## src/rtl/pipe_stage_reg.sv

```systemverilog
// Inter-stage pipeline register for the five-stage MIPS core.
// Supports stall hold, flush-to-bubble, exception merge, saturating Tnew countdown and a bubble counter.
module pipe_stage_reg #(
    parameter int unsigned DATA_W            = 64,
    parameter int unsigned TNEW_W            = 2,
    parameter int unsigned CNT_W             = 16,
    parameter int unsigned TNEW_DEC_ON_STALL = 0,
    parameter int unsigned FLUSH_KEEP_PC     = 1
) (
    input  logic              clk,
    input  logic              reset,
    input  logic              stall,
    input  logic              flush,
    input  logic              valid_in,
    input  logic [DATA_W-1:0] data_in,
    input  logic [31:0]       pc_in,
    input  logic [4:0]        wa_in,
    input  logic [TNEW_W-1:0] tnew_in,
    input  logic [4:0]        exc_in,
    input  logic [4:0]        exc_local,
    input  logic              bd_in,
    output logic              valid_out,
    output logic [DATA_W-1:0] data_out,
    output logic [31:0]       pc_out,
    output logic [4:0]        wa_out,
    output logic [TNEW_W-1:0] tnew_out,
    output logic [4:0]        exc_out,
    output logic              bd_out,
    output logic [CNT_W-1:0]  bubble_cnt
);

    logic              valid_nxt;
    logic [DATA_W-1:0] data_nxt;
    logic [31:0]       pc_nxt;
    logic [4:0]        wa_nxt;
    logic [TNEW_W-1:0] tnew_nxt;
    logic [4:0]        exc_nxt;
    logic              bd_nxt;
    logic [CNT_W-1:0]  cnt_nxt;
    logic [4:0]        exc_m;
    logic              bubble;

    // Next-state selection: flush > stall > load; an empty upstream slot loads as a bubble.
    always_comb begin
        valid_nxt = valid_out;
        data_nxt  = data_out;
        pc_nxt    = pc_out;
        wa_nxt    = wa_out;
        tnew_nxt  = tnew_out;
        exc_nxt   = exc_out;
        bd_nxt    = bd_out;
        cnt_nxt   = bubble_cnt;
        exc_m     = (exc_in != 5'd0) ? exc_in : exc_local;
        bubble    = flush || (!stall && !valid_in);

        if (bubble) begin
            valid_nxt = 1'b0;
            data_nxt  = '0;
            wa_nxt    = 5'd0;
            tnew_nxt  = '0;
            exc_nxt   = 5'd0;
            pc_nxt    = (FLUSH_KEEP_PC != 0) ? pc_in : 32'd0;
            bd_nxt    = (FLUSH_KEEP_PC != 0) ? bd_in : 1'b0;
            cnt_nxt   = bubble_cnt + CNT_W'(1);
        end else if (stall) begin
            if (TNEW_DEC_ON_STALL != 0 && tnew_out != '0) begin
                tnew_nxt = tnew_out - TNEW_W'(1);
            end
        end else begin
            valid_nxt = 1'b1;
            data_nxt  = data_in;
            pc_nxt    = pc_in;
            bd_nxt    = bd_in;
            exc_nxt   = exc_m;
            // A faulting instruction never writes a GPR and never produces a pending result.
            wa_nxt    = (exc_m != 5'd0) ? 5'd0 : wa_in;
            tnew_nxt  = (exc_m != 5'd0 || tnew_in == '0) ? '0 : tnew_in - TNEW_W'(1);
        end
    end

    // Output registers with synchronous reset.
    always_ff @(posedge clk) begin
        if (reset) begin
            valid_out  <= 1'b0;
            data_out   <= '0;
            pc_out     <= 32'd0;
            wa_out     <= 5'd0;
            tnew_out   <= '0;
            exc_out    <= 5'd0;
            bd_out     <= 1'b0;
            bubble_cnt <= '0;
        end else begin
            valid_out  <= valid_nxt;
            data_out   <= data_nxt;
            pc_out     <= pc_nxt;
            wa_out     <= wa_nxt;
            tnew_out   <= tnew_nxt;
            exc_out    <= exc_nxt;
            bd_out     <= bd_nxt;
            bubble_cnt <= cnt_nxt;
        end
    end

endmodule
```

## config.mk

```make
export PLATFORM = sky130hd
export DESIGN_NAME = pipe_stage_reg
export DESIGN_NICKNAME = d
export VERILOG_FILES = /design/src/rtl/pipe_stage_reg.sv
export SDC_FILE = /design/constraint.sdc
export NUM_CORES = 1
export LEC_CHECK = 0
export CAP_MARGIN = 20
export CORE_ASPECT_RATIO = 0.6
export CORE_MARGIN = 1
export CORE_UTILIZATION = 35
export CTS_CLUSTER_SIZE = 20
export DETAILED_ROUTE_END_ITERATION = 12
export HOLD_SLACK_MARGIN = 0.03
export PLACE_DENSITY = 0.77
export SYNTH_ARGS = -nofsm -noshare
export SYNTH_HDL_FRONTEND = slang
export SYNTH_SLANG_ARGS = --single-unit
```

## constraint.sdc

```tcl
create_clock -name clk -period 1.53 [get_ports clk]
set_input_delay 0.306 -clock clk [delete_from_list [all_inputs] [get_ports clk]]
set_output_delay 0.306 -clock clk [all_outputs]
set_load 0.1 [all_outputs]
```

==> reports/qor.txt, run 1 <==
Placer Congestion = 0.850
Synth cell types = 39
Area Overhead vs Synth = 106%
Post-route cell area = 9560 µm²
Fin worst setup slack = -106 ps
Asr flop ratio synth = 0%
Clock-pin slew on the worst setup and hold paths = 60 ps
Status = finished, violations left
Synth Register Bits = 126
Synth top cells by count = 126 x dfxtp_1, 82 x nor2_1, 77 x nand2_1, 64 x mux2i_1, 40 x a21oi_1
Multi-input gate area = 2050 µm²
Critical-path maximum fanout = 3
CP Capture Type = flop
Synth Area in Adders = 0.538%
Vias post-DR = 4609
Worst path required time = 1860 ps
# IOs = 245
Max cap viols = 0
Synth Area in Compound Gates = 7.37%
N_diodes = 0
Combinational share of power = 21.2%
Worst skew pair latency = 400 ps
Final Net Count = 901
Largest area contributor in the netlist = dfxtp_1
Worst VDD drop = 0.725 mV
Setup CP Type = flop to flop
First-pass GRT wire length = 24500 µm
Share of cells above drive strength 1 = 29.4%
First drt pass iteration count = 4
Switching share of total power = 29.3%
Longest Clk Path Bufs = 2
Starting Density = 36.1%
Crit path max-delay family = simple AND/OR/NAND/NOR gates
Slew @ Worst Pin = 466 ps
Number of global-route vias before repair = 4875
Post-DP HPWL = 12200 µm
Initial DRC count = 158
Reg area = 2570 µm²
FMAX = 611 MHz
Vias/cell = 4.79
TritonCTS clock tree = done
Final core utilization = 74.1%
CORE AREA = 12900 µm²
RSZ-0062 raised after global routing = yes
Fill cells = 821
Std cell rows = 32
Xor and xnor area share after synthesis = 1.70%
Clk pwr share = 42.6%
DR WL/cell = 16.6 µm
DIE WIDTH = 151 µm
Total CTS buffers = 17
Die H = 91.3 µm
Detail Route Antenna Nets = 0
Routed WL = 16000 µm
Largest net degree at the start of global routing = 62
Fin crit share = 107%
Top-count cell post-synth = dfxtp_1
Setup Viol. Count Final = 1
Setup tns final = -106 ps
Largest family of logic cells by synthesized area = simple AND/OR/NAND/NOR gates
Die footprint = 13800 µm²
GRT Overall Usage = 23.4%
I/O Buffers = 244
Crit path arrival time = 1960 ps
Critical Path Max Stage Delay = 540 ps
Buf/Inv on CP = 0
GRT Residual Overflow = 0
Synthesized cell area = 4650 µm²
Switching Power = 0.00284 W
Top cells by area, synth = dfxtp_1 54%, mux2i_1 14%, nor2_1 6.6%, nand2_1 6.2%, a21oi_1 4.3%
Post-synthesis cell count = 502
Sequential share of the synthesized area = 54.3%
Rel. slew slack = 68.9%
Static Leak = 3.97 nW
Post-synthesis mux area share = 14.0%
Ys Warns = 0
Htree depth = 4
Worst Skew = 7.57 ps
Hold Vio Cnt, Final = 0
Register share of total power = 36.1%
Post-synth EDFFs = 0
Root Driver = clkbuf_16
Yosys top cell area share = 54.3%
Crit path max-delay cell type = or4_4
Final min period = 1640 ps
PwrDens = 1020 nW/µm²
Mean Syn Cell Area = 9.26 µm²
Antenna violations before repair = 0
Post-Synth Simple-Gate Area = 19.0%
CP Cell Sequence = nand4_4 > or4_4 > or4_1 > a21oi_1
Clock sinks = 126
Hold Crit Class = primary input to flop
Max-slew violations = 0
Placed Instance Area = 8890 µm²
Syn Nets = 623
Setup crit start kind = flop
Violated checks = setup timing
Post-Place Worst Slack = -505 ps
Number of remaining DRC errors = 0
Predominant post-synthesis flop cell = dfxtp_1
Internal power = 0.00687 W
==> power groups by stage <==
| stage | combinational, W | sequential, W | clock, W |
|---|---|---|---|
| detailed placement | 0.00205 | 0.00358 | 0 |
| finish | 0.00206 | 0.00351 | 0.00414 |
| floorplan | 0.000320 | 0.00432 | 0 |
| global placement | 0.00201 | 0.00357 | 0 |
| global route | 0.00214 | 0.00352 | 0.00436 |
| CTS | 0.00206 | 0.00351 | 0.00421 |
==> worst reg2reg max path, delay by kind of cell, from the launching register on <==
| family | cells | cell delay, ps |
|---|---|---|
| flip-flops | 1 | 360 |
| AND/OR/NAND/NOR | 3 | 1070 |
| AO/OA/AOI/OAI | 1 | 140 |
==> what timing repair did <==
| item | 4_1_cts | 5_1_grt |
|---|---|---|
| resized for setup | 4 | 7 |
| hold buffers | 0 | 0 |
| setup endpoints to repair | 10 | 9 |
| setup buffers | 0 | 0 |
| pin swaps | 0 | 1 |
==> layer usage <==
metal / vias up / GRT usage [%] / wire length (µm) / part of all wire [%]
li1: 2239 / - / - / -
met5: - / 0 / 0 / 0
met2: 194 / 43.3 / 8370 / 52
met1: 2139 / 23.2 / 5750 / 36
met4: 0 / 10.1 / 424 / 2.6
met3: 37 / 8.69 / 1460 / 9.1
==> logic make-up (layout without fill, tap and decap cells) <==
family	count (synthesis)	after routing
compound gates	59	59
xor+xnor	9	9
fa+ha+maj	2	2
buf+inv	37	328
flops	126	126
mux	65	65
simple gates	204	204
==> placed cells by master, fill, tap and decap left out, types with 2 or more instances in the layout <==
cell             instances
a21oi_1                 40
a22o_1                   4
a311oi_1                 4
and2_1                   2
buf_12                 130
buf_4                   42
bufinv_16                3
clkbuf_16               17
clkdlybuf4s50_1        115
clkinv_2                 2
clkinv_4                 5
clkinvlp_4               2
dfxtp_1                112
dfxtp_2                  3
dfxtp_4                 11
ha_1                     2
inv_1                    7
mux2i_1                 64
nand2_1                 77
nand2b_1                 2
nand3_1                  6
nand4_1                  3
nor2_1                  80
nor2_2                   2
nor2b_1                  6
nor3_1                  11
nor4_4                   2
o21ai_0                  3
o21ai_1                  2
or3_1                    2
xnor2_1                  5
xor2_1                   4
==> layout make-up <==
cell class / instances / share of cell area (%)
well taps: 170 / 2.23
multi-input cells: 339 / 21.5
inverters: 7 / 0.275
repair buffers: 289 / 42.8
clock buffers: 19 / 4.64
clock inverters: 13 / 1.73
flip-flops and latches: 126 / 26.9
==> state kept, by name (all words and copies together), names as in the netlist <==
signal	count
bubble_cnt	16
data_out	64
pc_out	32
wa_out	5
exc_out	5
bd_out	1
tnew_out	2
valid_out	1
==> worst paths after layout <==
path | start | slack [ps] | depth (start not counted) | endpoint
max | bubble_cnt[6] | -110 | 4 | bubble_cnt[13]
min | reset | 360 | 3 | pc_out[1]
max reg2reg | bubble_cnt[6] | -110 | 4 | bubble_cnt[13]
min reg2reg | pc_out[17] | 490 | 2 | pc_out[17]
==> metrics by stage <==
step	power (W)	std cells	hold WS (ps)
final	0.00971	963	357
after global routing	0.0100	963	368
after CTS	0.00979	963	318
after detailed placement	0.00564	931	483
after global placement	0.00558	931	475
after floorplan	0.00464	502	417
Note: power is estimated with default switching activity, not from simulation.
==> run 2, diff against run 1 <==
--- a/config.mk
+++ b/config.mk
@@ -11,2 +11,3 @@
 export CORE_UTILIZATION = 35
+export CTS_CLUSTER_DIAMETER = 30
 export CTS_CLUSTER_SIZE = 20
--- a/constraint.sdc
+++ b/constraint.sdc
@@ -3,2 +3,2 @@
 set_output_delay 0.306 -clock clk [all_outputs]
-set_load 0.1 [all_outputs]
+set_load 0.02 [all_outputs]
==> run 2 against run 1 <==
  * Clock-buffer cell count stayed put
  * Global-route usage fell by 2.7 points
  * Largest cell class unchanged
  * Critical path type unchanged
  * First-iteration DRC count fell by 25%
  * The flow still finishes with violations (setup timing)
  * Routed wire length is 11% lower
==> reports/qor.txt, run 2 (synthesis results as in run 1) <==
Status = finished, violations left (unchanged)
Violated checks = setup timing (unchanged)
Routed WL = 14200 µm (was 16000 µm)
Fin worst setup slack = -15.9 ps (was -106 ps)
Antenna violations before repair = 0 (unchanged)
Worst skew pair latency = 390 ps (was 400 ps)
Clock-pin slew on the worst setup and hold paths = 60 ps (about the same)
Setup Viol. Count Final = 1 (unchanged)
TritonCTS clock tree = done (unchanged)
Longest Clk Path Bufs = 2 (unchanged)
Reg2Reg Depth = 4 (unchanged)
DIE WIDTH = 151 µm (unchanged)
Metal-1 WL = 5930 µm (was 5750 µm)
Worst R2R Start = bubble_cnt[11] (was bubble_cnt[6])
GRT Residual Overflow = 0 (unchanged)
Std cell rows = 32 (unchanged)
Hold EP = bubble_cnt[1] (was pc_out[1])
Reg2reg end = bubble_cnt[13] (unchanged)
PwrDens = 1050 nW/µm² (was 1020 nW/µm²)
DR WL/cell = 14.8 µm (was 16.6 µm)
Area Overhead vs Synth = 73.7% (was 106%)
Routed wl met3 = 1070 µm (was 1460 µm)
Hold Startpoint = stall (was reset)
Fin crit share = 101% (was 107%)
CORE AREA = 12900 µm² (unchanged)
Non-filler cells, final = 960 (was 963)
Starting Density = 36.1% (unchanged)
Largest register FFs = 64 (unchanged)
Worst Skew = 7.26 ps (was 7.57 ps)
Hold Crit Class = primary input to flop (unchanged)
N_diodes = 0 (unchanged)
First-pass GRT wire length = 22400 µm (was 24500 µm)
Max cap viols = 0 (unchanged)
Largest Register = data_out (unchanged)
Post-Place Worst Slack = -546 ps (was -505 ps)
Max-slew violations = 0 (unchanged)
RSZ-0062 raised after global routing = yes (unchanged)
Critical-path maximum fanout = 4 (was 3)
Rel. slew slack = 66.6% (was 68.9%)
R2R setup slack = -20 ps (was -110 ps)
Vias post-DR = 4538 (was 4609)
Detail Route Antenna Nets = 0 (unchanged)
Largest net degree at the start of global routing = 61 (was 62)
Die H = 91.3 µm (unchanged)
Number of global-route vias before repair = 4668 (was 4875)
FMAX = 647 MHz (was 611 MHz)
Met2 routed WL = 7040 µm (was 8370 µm)
# IOs = 245 (unchanged)
Static Leak = 3.81 nW (was 3.97 nW)
Crit path arrival time = 1860 ps (was 1960 ps)
Initial DRC count = 118 (was 158)
Leading registers by flop count = data_out x64, pc_out x32, bubble_cnt x16 (unchanged)
First drt pass iteration count = 4 (unchanged)
Commonest non-fill, non-tap cell in the layout = dfxtp_1 (was buf_12)
Die footprint = 13800 µm² (unchanged)
Worst VDD drop = 0.718 mV (was 0.725 mV)
GRT Overall Usage = 20.8% (was 23.4%)
Root Driver = clkbuf_16 (unchanged)
Top sig layer = met4 (unchanged)
Share of cells above drive strength 1 = 13.2% (was 29.4%)
Placed instance count = 928 (was 931)
Number of remaining DRC errors = 0 (unchanged)
Hold Vio Cnt, Final = 0 (unchanged)
Setup CP Type = flop to flop (unchanged)
Final min period = 1550 ps (was 1640 ps)
Slew @ Worst Pin = 499 ps (was 466 ps)
Final Net Count = 898 (was 901)
CP Capture Type = flop (unchanged)
Setup crit start kind = flop (unchanged)
Total CTS buffers = 17 (unchanged)
Htree depth = 4 (unchanged)
Vias/cell = 4.73 (was 4.79)
Clock sinks = 126 (unchanged)
Worst path required time = 1850 ps (was 1860 ps)
Most frequent cells in the layout = 117 x dfxtp_1, 116 x clkdlybuf4s50_1, 116 x dlygate4sd2_1 (was 130 x buf_12, 115 x clkdlybuf4s50_1, 112 x dfxtp_1)
Placer Congestion = 0.811 (was 0.850)
Hold Path Stages = 4 (was 3)
Post-DP HPWL = 10800 µm (was 12200 µm)
I/O Buffers = 244 (unchanged)
run 2: cell count changes in the layout (fill, tap and decap cells not counted), moves of 4 or more:
cell / delta
clkdlybuf4s15_1: +8
buf_12: -126
clkinv_4: -4
dfxtp_1: +5
dlygate4sd2_1: +116
run 2: worst max path at each step:
stage                         startpoint              to  slack (ps)  depth (start not counted)
after floorplan            bubble_cnt[9]  bubble_cnt[13]          -8                          4
after global placement      exc_local[1]     tnew_out[1]        -520                          5
after detailed placement    exc_local[1]     tnew_out[1]        -550                          5
after CTS                  bubble_cnt[6]  bubble_cnt[13]         -20                          4
after global routing       bubble_cnt[6]  bubble_cnt[13]         -60                          4
final                     bubble_cnt[11]  bubble_cnt[13]         -20                          4
run 2: final cells by class:
| cell class | instances | area (µm²) |
|---|---|---|
| fillers | 1103 | 4820 |
| flip-flops and latches | 126 | 2560 |
| clock inverters | 13 | 138 |
| inverters | 7 | 26.3 |
| multi-input cells | 339 | 2040 |
| repair buffers | 286 | 2650 |
| clock buffers | 19 | 453 |
| well taps | 170 | 213 |
run 2: stage by stage:
| stage | cell area, µm² | setup TNS, ps | util, % | total power, W | hold WS [ps] |
|---|---|---|---|---|---|
| global placement | 7610 | -24380 | 59.0 | 0.00460 | 436 |
| finish | 8080 | -15.9 | 62.6 | 0.00847 | 323 |
| global route | 8080 | -85.4 | 62.6 | 0.00881 | 319 |
| CTS | 8060 | -29.2 | 62.5 | 0.00857 | 341 |
| floorplan | 4700 | -8.39 | - | 0.00397 | 417 |
| detailed placement | 7610 | -25620 | 59.0 | 0.00464 | 448 |
run 2: metal layers:
layer	vias up	track usage [%]
met5	-	0
met4	0	7.50
met3	14	7.19
met2	157	36.3
met1	2132	23.1
li1	2235	-
run 2: worst max-delay path: stages (launching register included):
cell and delay (ps):
dfxtp_4 360, inv_2 40, or4_4 540, or4_1 400, a21oi_1 130
run 2: what timing repair did:
action | CTS | global route
setup buffers | 0 | 0
pin swaps | 0 | 2
setup endpoints to repair | 133 | 15
hold buffers | 0 | 0
gates resized for setup | 134 | 11
run 2: power breakdown:
part           switching (W)  total (W)  internal (W)
logic               0.000490    0.00105      0.000561
clock network        0.00148    0.00398       0.00249
registers          0.0000609    0.00344       0.00338
==> run 3, diff against run 2 <==
Settings changed: TNS_END_PERCENT from default to 20.
==> run 3 against run 2 <==
  * The flow still finishes with violations (setup timing)
  * Sequential share of layout area barely moved
  * Non-clock buffer count did not move
  * Power barely moved
  * Sequential power barely moved
  * Core utilization barely moved
  * Critical path depth did not move
  * Highest routed layer unchanged
==> reports/qor.txt, run 3 (synthesis results as in run 1) <==
GRT Overall Usage = 20.8% (unchanged)
Worst skew pair latency = 390 ps (about the same)
Crit path arrival time = 1880 ps (was 1860 ps)
PwrDens = 1050 nW/µm² (about the same)
Starting Density = 36.1% (unchanged)
Number of global-route vias before repair = 4667 (was 4668)
Setup CP Type = flop to flop (unchanged)
Placer Congestion = 0.811 (unchanged)
Vias post-DR = 4520 (was 4538)
DR WL/cell = 14.8 µm (about the same)
First drt pass iteration count = 4 (unchanged)
Placed instance count = 928 (unchanged)
Final core utilization = 62.7% (was 62.6%)
TritonCTS clock tree = done (unchanged)
RSZ-0062 raised after global routing = yes (unchanged)
Number of remaining DRC errors = 0 (unchanged)
Final min period = 1560 ps (was 1550 ps)
DIE WIDTH = 151 µm (unchanged)
Hold buffers post-CTS = 0 (unchanged)
Clock sinks = 126 (unchanged)
Critical-path maximum fanout = 4 (unchanged)
Routed WL = 14200 µm (about the same)
Worst VDD drop = 0.718 mV (about the same)
GR peak layer = met2 (unchanged)
Fin worst setup slack = -28.4 ps (was -15.9 ps)
Largest register FFs = 64 (unchanged)
Hold Vio Cnt, Final = 0 (unchanged)
N_diodes = 0 (unchanged)
Worst R2R Start = bubble_cnt[11] (unchanged)
I/O Buffers = 244 (unchanged)
Non-filler cells, final = 960 (unchanged)
Longest Clk Path Bufs = 2 (unchanged)
Vias/cell = 4.71 (was 4.73)
Post-Place Worst Slack = -546 ps (unchanged)
Rel. slew slack = 66.6% (about the same)
Htree depth = 4 (unchanged)
Reg2reg end = bubble_cnt[13] (unchanged)
Met2 Use GR = 36.3% (unchanged)
Worst Setup SP = bubble_cnt[11] (unchanged)
Leading registers by flop count = data_out x64, pc_out x32, bubble_cnt x16 (unchanged)
Post-DP HPWL = 10800 µm (unchanged)
Slew @ Worst Pin = 499 ps (about the same)
Worst path required time = 1850 ps (about the same)
Hold Crit Class = primary input to flop (unchanged)
Static Leak = 3.81 nW (about the same)
Largest Register = data_out (unchanged)
Reg2Reg Depth = 4 (unchanged)
Die footprint = 13800 µm² (unchanged)
CP Capture Type = flop (unchanged)
Fin crit share = 102% (was 101%)
Area Overhead vs Synth = 73.8% (was 73.7%)
Setup crit start kind = flop (unchanged)
Status = finished, violations left (unchanged)
Share of cells above drive strength 1 = 13.0% (was 13.2%)
Max-slew violations = 0 (unchanged)
GRT Residual Overflow = 0 (unchanged)
R2R setup slack = -30 ps (was -20 ps)
Antenna violations before repair = 0 (unchanged)
FMAX = 642 MHz (was 647 MHz)
Commonest non-fill, non-tap cell in the layout = dfxtp_1 (unchanged)
Die H = 91.3 µm (unchanged)
Routing usage on met1 = 23.1% (unchanged)
Clock-pin slew on the worst setup and hold paths = 60 ps (about the same)
Total CTS buffers = 17 (unchanged)
Most frequent cells in the layout = 117 x dfxtp_1, 116 x clkdlybuf4s50_1, 116 x dlygate4sd2_1 (unchanged)
M3 GR Usage = 7.19% (unchanged)
Fill cells = 1102 (was 1103)
Final Net Count = 898 (unchanged)
Std cell rows = 32 (unchanged)
Crit path to = bubble_cnt[13] (unchanged)
First-pass GRT wire length = 22400 µm (unchanged)
CORE AREA = 12900 µm² (unchanged)
Largest net degree at the start of global routing = 61 (unchanged)
Worst Skew = 7.42 ps (was 7.26 ps)
Violated checks = setup timing (unchanged)
Initial DRC count = 120 (was 118)
Setup Viol. Count Final = 1 (unchanged)
Max cap viols = 0 (unchanged)
Detail Route Antenna Nets = 0 (unchanged)
# IOs = 245 (unchanged)
Root Driver = clkbuf_16 (unchanged)
-- run 3: changes by cell type in the layout (fill, tap and decap cells not counted), sizes merged --
cell           change
clkdlybuf4s15      +1
clkbuf             -1
-- run 3: routing by layer --
layer  wire [µm]  share of wire, %
met5           0                 0
met4         191               1.3
met3        1050               7.4
met2        7040                49
met1        5940                42
-- run 3: final cells by class --
type | count | area [µm²] | area share (%)
Sequential cell | 126 | 2560 | 31.6
Tap cell | 170 | 213 | 2.63
Multi-Input combinational cell | 339 | 2040 | 25.2
Timing Repair Buffer | 286 | 2660 | 32.9
Inverter | 7 | 26.3 | 0.325
Clock inverter | 13 | 138 | 1.70
Clock buffer | 19 | 453 | 5.60
-- run 3: timing repair --
| item | 4_1_cts | 5_1_grt |
|---|---|---|
| hold endpoints to repair | 0 | 0 |
| pin swaps | 0 | 1 |
| endpoints found under the setup margin | 133 | 14 |
| setup buffers | 0 | 0 |
| resized for setup | 134 | 9 |
-- run 3: worst min path at each step --
| stage | start | to | slack (ps) | cells after the start |
|---|---|---|---|---|
| detailed placement | pc_out[14] | pc_out[14] | 450 | 2 |
| floorplan | tnew_in[0] | tnew_out[0] | 420 | 1 |
| finish | stall | bubble_cnt[1] | 320 | 4 |
| global route | stall | bubble_cnt[1] | 320 | 4 |
| global placement | valid_out | valid_out | 440 | 2 |
| CTS | reset | exc_out[0] | 340 | 4 |
-- run 3: stage by stage --
step / power, W / instance area [µm²] / TNS, ps / hold WS [ps]
final: 0.00847 / 8080 / -28.4 / 323
after global routing: 0.00881 / 8080 / -113 / 319
after CTS: 0.00857 / 8060 / -29.3 / 341
after detailed placement: 0.00464 / 7610 / -25620 / 448
after global placement: 0.00460 / 7610 / -24380 / 436
after floorplan: 0.00397 / 4700 / -8.39 / 417
-- run 3: report_power, final --
group | switching (W) | internal (W) | leakage [nW]
Clock | 0.00148 | 0.00249 | 0.286
Combinational | 0.000489 | 0.000561 | 2.48
Sequential | 0.0000609 | 0.00338 | 1.04
-- run 3: worst max-delay path, stage by stage (launching register included) --
cell and delay, ps:
dfxtp_4 360, inv_1 50, or4_4 550, or4_1 400
a21oi_1 130
